File: src/rtl/laser310_pkg.sv
`default_nettype none
// +-----------------------------------------------------------------------+
// | laser310_pkg : shared bank-select constants and bus-cycle state type  |
// | Rev 1.0                                                               |
// +-----------------------------------------------------------------------+
package laser310_pkg;

  localparam logic [1:0] BANK_DEFAULT = 2'b01;
  localparam logic [3:0] PORT_BANK    = 4'b0111;

  typedef enum logic [1:0] {
    IDLE = 2'd0,
    QUAL = 2'd1,
    DONE = 2'd2
  } bank_state_t;

  // Page 0 backs B800h-BFFFh permanently, so a write of 00 selects page 1.
  function automatic logic [1:0] bank_value(input logic [1:0] d);
    return (d == 2'b00) ? BANK_DEFAULT : d;
  endfunction

endpackage
`default_nettype wire

File: src/rtl/bus_sync.sv
`default_nettype none
// +-----------------------------------------------------------------------+
// | bus_sync : WIDTH x STAGES flop-chain synchroniser, per-bit reset value |
// | Rev 1.0                                                               |
// +-----------------------------------------------------------------------+
module bus_sync #(
  parameter int               WIDTH     = 1,
  parameter int               STAGES    = 2,
  parameter logic [WIDTH-1:0] RESET_VAL = '0
) (
  input  logic             clk,
  input  logic             rst_n,
  input  logic [WIDTH-1:0] i_d,
  output logic [WIDTH-1:0] o_q
);

  logic [STAGES*WIDTH-1:0] r_chain;

  // Stage 0 sits in the low slice; each edge shifts one slice upward.
  always_ff @(posedge clk or negedge rst_n) begin
    if (!rst_n) begin
      r_chain <= {STAGES{RESET_VAL}};
    end else begin
      r_chain <= {r_chain[(STAGES-1)*WIDTH-1:0], i_d};
    end
  end

  assign o_q = r_chain[STAGES*WIDTH-1 -: WIDTH];

endmodule
`default_nettype wire

File: src/rtl/bank_latch.sv
`default_nettype none
// +-----------------------------------------------------------------------+
// | bank_latch : qualified I/O-port-7xh bank register with write LED      |
// | Rev 1.0                                                               |
// +-----------------------------------------------------------------------+
module bank_latch
  import laser310_pkg::*;
#(
  parameter int SYNC_STAGES = 2,
  parameter int QUAL_CYCLES = 2,
  parameter int LED_CYCLES  = 1_000_000
) (
  input  logic       CLK,
  input  logic       RESET_N,
  input  logic [3:0] AddrIO,
  input  logic       IORQ_N,
  input  logic       WR_N,
  input  logic       M1_N,
  input  logic [1:0] D1D0,
  output logic [1:0] bank,
  output logic       bank_wr,
  output logic       led_bank
);

  localparam int              c_BUS_W  = 9;
  localparam logic [c_BUS_W-1:0] c_BUS_RST = 9'b0000_1_1_1_00;
  localparam int              c_QUAL_W = $clog2(QUAL_CYCLES + 1);
  localparam int              c_LED_W  = $clog2(LED_CYCLES + 1);
  localparam logic [c_QUAL_W-1:0] c_QUAL_LAST = c_QUAL_W'(QUAL_CYCLES);
  localparam logic [c_LED_W-1:0]  c_LED_INIT  = c_LED_W'(LED_CYCLES);

  logic [c_BUS_W-1:0] w_bus_sync;
  logic [3:0]         w_addr;
  logic               w_iorq_n;
  logic               w_wr_n;
  logic               w_m1_n;
  logic [1:0]         w_data;
  logic               w_cond;
  logic               w_load;

  bank_state_t         r_state;
  logic [c_QUAL_W-1:0] r_qual_cnt;
  logic [c_LED_W-1:0]  r_led_cnt;

  bus_sync #(
    .WIDTH     (c_BUS_W),
    .STAGES    (SYNC_STAGES),
    .RESET_VAL (c_BUS_RST)
  ) u_bus_sync (
    .clk   (CLK),
    .rst_n (RESET_N),
    .i_d   ({AddrIO, IORQ_N, WR_N, M1_N, D1D0}),
    .o_q   (w_bus_sync)
  );

  assign {w_addr, w_iorq_n, w_wr_n, w_m1_n, w_data} = w_bus_sync;

  // M1 low alongside IORQ is an interrupt acknowledge, never a port write.
  assign w_cond = !w_iorq_n && !w_wr_n && w_m1_n && (w_addr == PORT_BANK);

  assign w_load = w_cond &&
                  (((r_state == IDLE) && (QUAL_CYCLES <= 1)) ||
                   ((r_state == QUAL) && ((r_qual_cnt + c_QUAL_W'(1)) == c_QUAL_LAST)));

  always_ff @(posedge CLK or negedge RESET_N) begin
    if (!RESET_N) begin
      r_state    <= IDLE;
      r_qual_cnt <= '0;
      bank       <= BANK_DEFAULT;
      bank_wr    <= 1'b0;
    end else begin
      bank_wr <= 1'b0;
      if (w_load) begin
        bank       <= bank_value(w_data);
        bank_wr    <= 1'b1;
        r_qual_cnt <= '0;
        r_state    <= DONE;
      end else begin
        case (r_state)
          IDLE: begin
            if (w_cond) begin
              r_qual_cnt <= c_QUAL_W'(1);
              r_state    <= QUAL;
            end else begin
              r_qual_cnt <= '0;
            end
          end
          QUAL: begin
            if (w_cond) begin
              r_qual_cnt <= r_qual_cnt + c_QUAL_W'(1);
            end else begin
              r_qual_cnt <= '0;
              r_state    <= IDLE;
            end
          end
          // Hold off until the bus cycle ends so one long /WR loads once.
          DONE: begin
            if (w_iorq_n || w_wr_n) begin
              r_state <= IDLE;
            end
          end
          default: begin
            r_qual_cnt <= '0;
            r_state    <= IDLE;
          end
        endcase
      end
    end
  end

  always_ff @(posedge CLK or negedge RESET_N) begin
    if (!RESET_N) begin
      r_led_cnt <= '0;
    end else if (w_load) begin
      r_led_cnt <= c_LED_INIT;
    end else if (r_led_cnt != '0) begin
      r_led_cnt <= r_led_cnt - c_LED_W'(1);
    end
  end

  assign led_bank = (r_led_cnt != '0);

endmodule
`default_nettype wire

File: config.mk
export PLATFORM = sky130hd
export DESIGN_NAME = bank_latch
export DESIGN_NICKNAME = d
export VERILOG_FILES = /design/src/rtl/laser310_pkg.sv /design/src/rtl/bus_sync.sv /design/src/rtl/bank_latch.sv
export SDC_FILE = /design/constraint.sdc
export NUM_CORES = 1
export LEC_CHECK = 0
export CAP_MARGIN = 20
export CORE_UTILIZATION = 60
export CTS_CLUSTER_SIZE = 14
export DETAILED_ROUTE_END_ITERATION = 10
export GPL_TIMING_DRIVEN = 0
export MAX_ROUTING_LAYER = met4
export PLACE_DENSITY_LB_ADDON = 0.05
export SLEW_MARGIN = 20
export SYNTH_ARGS = -nofsm -noshare
export SYNTH_HDL_FRONTEND = slang
export SYNTH_SLANG_ARGS = --single-unit
File: constraint.sdc
create_clock -name CLK -period 3.8 [get_ports CLK]
set_clock_uncertainty 0.2 [all_clocks]
set_input_delay 0.76 -clock CLK [delete_from_list [all_inputs] [get_ports CLK]]
set_output_delay 0.76 -clock CLK [all_outputs]
set_load 0.01 [all_outputs]
==> results.md <==
- Run status: finished, final reports clean
- Antenna diode instance count: 0
- Final setup violation count: 0
- DRT Wirelength: approximately 3400 um
- Die Footprint: ~3300 um^2
- Endpoint arrival time on the critical path: ~2.6 ns
- Number of distinct library cells after synthesis: 37
- DP Cell Count: between 200 and 250
- Post-detailed-route via-to-cell ratio: 6.04
- Number of maximum-capacitance constraint violations: 0
- Post-route ant nets: 0
- Non-filler cells in the finished layout: 210
- Most used flip-flop cell after synthesis: dfrtp_1
- Area of the mapped netlist: about 1900 um^2
- Number of I/O pins: 15
- Power density over cell area: just over 600 nW/um^2
- Post-Synthesis Net Count: 170
- Period Utilization, post-route: 0.926
- Clock buffer count from CTS: 5
- Ordered cell list for the critical path: nor4_1, nand2_1, nor3_4, inv_1, clkdlybuf4s50_1
- Max Slew Vio Count: 0
- Final Critical Period: 3.52 ns
- Area of the core: roughly 2900 um^2
- Final-stage net count: 192
- TritonCTS clock tree: built
- Post-synth EDFFs: 0
- Floorplan die width: 57.7 um
- Remaining design rule violation count: 0
- H-tree Lvls: 2
- Root buffer cell: clkbuf_4
- Crit end category: primary output
- Number of buffers added for setup after CTS: 0
- Library cell contributing the largest single delay on the critical path: clkdlybuf4s50_1
- Source-to-sink clock delay at the later pin of the worst-skew pair: 0.37 ns
- Max Root-Sink Buffers: 2
- Clock sinks: 45
- Layout Area Growth over Synthesis: 13.6%
- Global-route usage over all layers: 0.243
- Global route overflow: 0
- Final Hold Vio Count: 0
- Routed length per instance: about 16 um
- Via count: 1269
- Post-route core utilization: 0.742
- Iteration count of the initial detailed-routing pass: 4
- Share of final-layout standard cells stronger than drive strength 1: 0.123
- Number of cells produced by synthesis: 156
- Max Fclk: 284 MHz
- Iteration-0 DRC Markers: 63
- Most frequent standard cell in the layout excluding fill and tap cells: dfrtp_1
- Avg Inst Size Synth: between 10 and 15 um^2
- Global-route wire length before repair: 5730 um
- Number of buffers inserted by hold repair at cts: 0
- Number of antenna violations at the first check in global routing: 0
- Port-buffer cells: 14
- Synthesized flop and latch total: between 40 and 50
- Initial Util: 0.653
- Final total negative setup slack: 0 ns
- Worst vdd rail ir drop: approximately 0.51 mV
- Worst max-slew margin expressed relative to the limit: 0.642
- Number of placement rows: 19
- Class of the most critical setup path: reg -> out
- Largest net degree at the start of global routing: 36
- Yosys warning count: 0
- Worst-path clk slew: roughly 0.13 ns
- Actual transition at the worst max-transition pin: 0.534 ns
- Placed wire-length estimate after detailed placement: around 2400 um
- Die height: roughly 58 um
- RD Place Congestion: between 0.8 and 0.9
- Most used cells in the layout excluding fill and tap cells: dfrtp_1 (38), nand2_1 (16), nor2_1 (13), clkdlybuf4s50_1 (13), xor2_1 (10)
- Ys async rst share: 1.00
- Setup repair after global routing missed its margin: no
- Fillers: 182
- Max FO, Critical Path: 9
- Number of global-route vias before repair: between 1000 and 1500
- Sum of internal, switching and leakage power: about 0.0013 W
- Slowest stage delay, CP: between 0.5 and 0.6 ns
- Required time of the critical path: around 2.8 ns
- Static Leak: between 0.9 and 1 nW
- Register area share after synthesis: 0.609
- Sort of element at the start of the critical path: flip-flop
- Number of instances resized during post-cts repair: 0
- Type of the most critical hold path: in -> async
## final timing paths
kind                                                    end                             from  slack, ns  cells past startpoint
max in group asynchronous  u_bus_sync.r_chain[11]$_DFF_PN1_                          RESET_N       2.83                      2
min                               r_qual_cnt[0]$_DFFE_PN0P_                          RESET_N       0.03                      1
max reg2reg                       r_led_cnt[10]$_DFFE_PN0P_         r_led_cnt[0]$_DFFE_PN0P_       1.30                      7
max                                                led_bank        r_led_cnt[14]$_DFFE_PN0P_       0.28                      5
min in group CLK           u_bus_sync.r_chain[12]$_DFF_PN1_  u_bus_sync.r_chain[3]$_DFF_PN1_       0.16                      0
min reg2reg                u_bus_sync.r_chain[12]$_DFF_PN1_  u_bus_sync.r_chain[3]$_DFF_PN1_       0.16                      0
## registers in the layout, summed over array words and instances (netlist names)
signal              flops
u_bus_sync.r_chain     18
bank                    2
bank_wr                 1
r_led_cnt              20
r_qual_cnt              2
r_state                 2
## cell type report
class / instances / area (um^2) / area share
flip-flops and latches: 45 / 1130 / 0.536
multi-input cells: 100 / 687 / 0.325
repair buffers: 15 / 155 / 0.0733
clock buffers: 8 / 58.8 / 0.0278
well taps: 31 / 38.8 / 0.0183
inverters: 8 / 30.0 / 0.0142
plain buffers: 3 / 11.3 / 0.00532
## critical path, delay by kind of cell, from the launching register on
family | cells | cell delay, ns
and+or+nand+nor | 3 | 1.07
DFF | 1 | 0.44
buffers and inverters | 2 | 0.68
## cells by family (layout without fill, tap and decap cells)
family                     Yosys count  count (layout)  share of synthesized area
and+or+nand+nor                     60              60                      0.197
DFF                                 45              45                      0.609
AOI/OAI and AO/OA                   25              25                     0.0954
xor gates and xnor gates            12              12                     0.0564
buffers and inverters               11              34                     0.0222
adders and majority gates            3               3                     0.0201
## stage by stage
stage	instance area, um^2	setup WS (ns)	hold slack [ns]
5_1_grt	2120	0.155	0.0473
4_1_cts	2120	0.295	0.0424
3_5_place_dp	2060	0.721	0.140
6_report	2120	0.282	0.0336
3_3_place_gp	2040	0.756	0.131
2_1_floorplan	1860	1.44	0.131
## Yosys cell counts (2+ instances only)
master | instances | area share
nor4_1 | 4 | 0.013
a31oi_1 | 2 | 0.0067
xor2_1 | 10 | 0.047
or4_1 | 3 | 0.012
ha_1 | 3 | 0.020
xnor2_1 | 2 | 0.0094
o31ai_1 | 3 | 0.012
o41ai_1 | 2 | 0.0094
inv_1 | 8 | 0.016
clkbuf_1 | 2 | 0.0040
nand3_1 | 4 | 0.011
o211ai_1 | 6 | 0.024
nand4_1 | 2 | 0.0067
nand2_1 | 16 | 0.032
nor2_1 | 13 | 0.026
nor3_1 | 6 | 0.016
a21oi_1 | 5 | 0.013
nand4b_1 | 3 | 0.014
dfrtp_1 | 38 | 0.51
dfstp_2 | 7 | 0.099
## report_power, final
| group | internal [W] | switching, W | total (W) |
|---|---|---|---|
| Sequential | 0.000591 | 0.000131 | 0.000722 |
| Clock | 0.0000914 | 0.000141 | 0.000233 |
| Combinational | 0.000152 | 0.000188 | 0.000339 |
## per-layer routing
metal / GRT usage / routed length [um]
met1: 0.304 / 1490
met2: 0.382 / 1680
met5: - / 0
met3: 0.0513 / 168
met4: 0.119 / 63
Power figures use the tool's default switching activity.
==> patch, RTL diff (same flow settings) <==
The parameter `SYNC_STAGES` goes from 2 to 4.
--- a/src/rtl/bank_latch.sv
+++ b/src/rtl/bank_latch.sv
@@ -6,7 +6,7 @@
 module bank_latch
   import laser310_pkg::*;
 #(
-  parameter int SYNC_STAGES = 2,
+  parameter int SYNC_STAGES = 4,
   parameter int QUAL_CYCLES = 2,
   parameter int LED_CYCLES  = 1_000_000
 ) (
Function: changed (a bounded check fails within 10 cycles, from zero or initial values and one cycle with RESET_N low).
==> patch against the original RTL <==
Cell area increased by 33%. Register-to-register slack improved by 80 ps. Wire length is 25% higher. Cell count increased by 29%. Setup slack got worse by 110 ps. Area after synthesis grew 31%. Total power is 47% higher. Synthesized cell count grew 23%. Global-route usage is 0.44 points lower. Highest routed layer unchanged. Sequential cell count grew 18.
==> patch: results <==
clocking:
  cts_max_level: 3
  cts-root-buf: "clkbuf_8"
  clk_latency_ps: 320
  cts_made_buffers: 9
critical_path:
  worstPathMaxFanout: 10
  cp_slowest_cell: "or4_4"
  r2r_cells: 5
  crit_start: "r_led_cnt[13]"
  critical-path-max-stage-delay_ps: 590
  cp.arrival_ps: 2670
grt:
  grt_pass1_vias: 1535
  use_met2_pct: 34.9
  met3_usage_pct: 7.29
  grt_pass1_wl_um: 7170
  track_usage_pct: 23.9
  grt_max_degree: 64
finish:
  multi_input_area_share_pct: 27.6
  nMultiInputCombCells: 116
  final-nonclk-buf-share_pct: 5.98
  sh_seq_area_pct: 56.4
  nNonClkInverters: 8
  final.clkbuf_count: 11
  reg.largest.list: "u_bus_sync.r_chain: 36 flops, r_led_cnt: 20 flops"
  nets: 231
  n_all_buffers: 19
  clkCellAreaFrac_pct: 6.78
  final_cells: 270
drt:
  route.met2.wl_um: 2060
  wl_met3_um: 242
  m1WireLength_um: 1920
  routedWlPerCell_um: 15.8
  drt_first_iter_violations: 108
power:
  powerSeq_mw: 0.912
  p_sw_mw: 0.603
  p_leak_nw: 1.19
  pg_clk_mw: 0.543
  swShare_pct: 31.8
  powerDensity_nw_per_um2: 672
placement:
  dp_hpwl_um: 2910
  pre_cts_ws_ps: 507
  gp_congestion: 0.923
  place_area_sq_um: 2630
outcome:
  status: "complete, no violations"
logic_synthesis:
  netlist_area_sq_um: 2430
  synth_cell_types: 45
  yosysSeqAreaShare_pct: 65.4
  ys_ff_latch: 63
  ys_top_cells_by_area: "dfrtp_1 (51%), dfstp_2 (14%), o31ai_1 (2.5%), or4_1 (2.5%), a21oi_1 (2.1%)"
  netlist_instances: 192
  syn-num-nets: 206
  synth_common_cells: "dfrtp_1 (50), dfstp_2 (13), nand2_1 (13)"
sta:
  worst_pin_slew_ps: 730
worst_hold_path:
  hold_path_class: "register to register"
-- patch: changes by cell type after synthesis, moves of 4 or more --
cell,delta
o31ai_1,+5
or4_1,+5
a21oi_1,+5
o21ai_0,+5
nor2_1,-8
buf_2,+4
nand2b_1,+4
dfrtp_1,+12
mux2i_1,+4
dfstp_2,+6
xor2_1,-10
or3_1,+5
-- patch: cell families after synthesis --
kind of cell,count (synthesis),share of synthesized area (%)
DFF,63,65.4
AOI/OAI and AO/OA,39,10.8
muxes,4,1.64
and+or+nand+nor,70,18.0
adders and majority gates,3,1.54
buffers and inverters,13,2.52
-- patch: worst paths after layout --
kind                       slack, ps                endpoint
max reg2reg                     1380            r_led_cnt[1]
min in group asynchronous        290           r_led_cnt[16]
max                              170                led_bank
max in group asynchronous       2620  u_bus_sync.r_chain[23]
min                              150  u_bus_sync.r_chain[32]
min reg2reg                      150  u_bus_sync.r_chain[32]
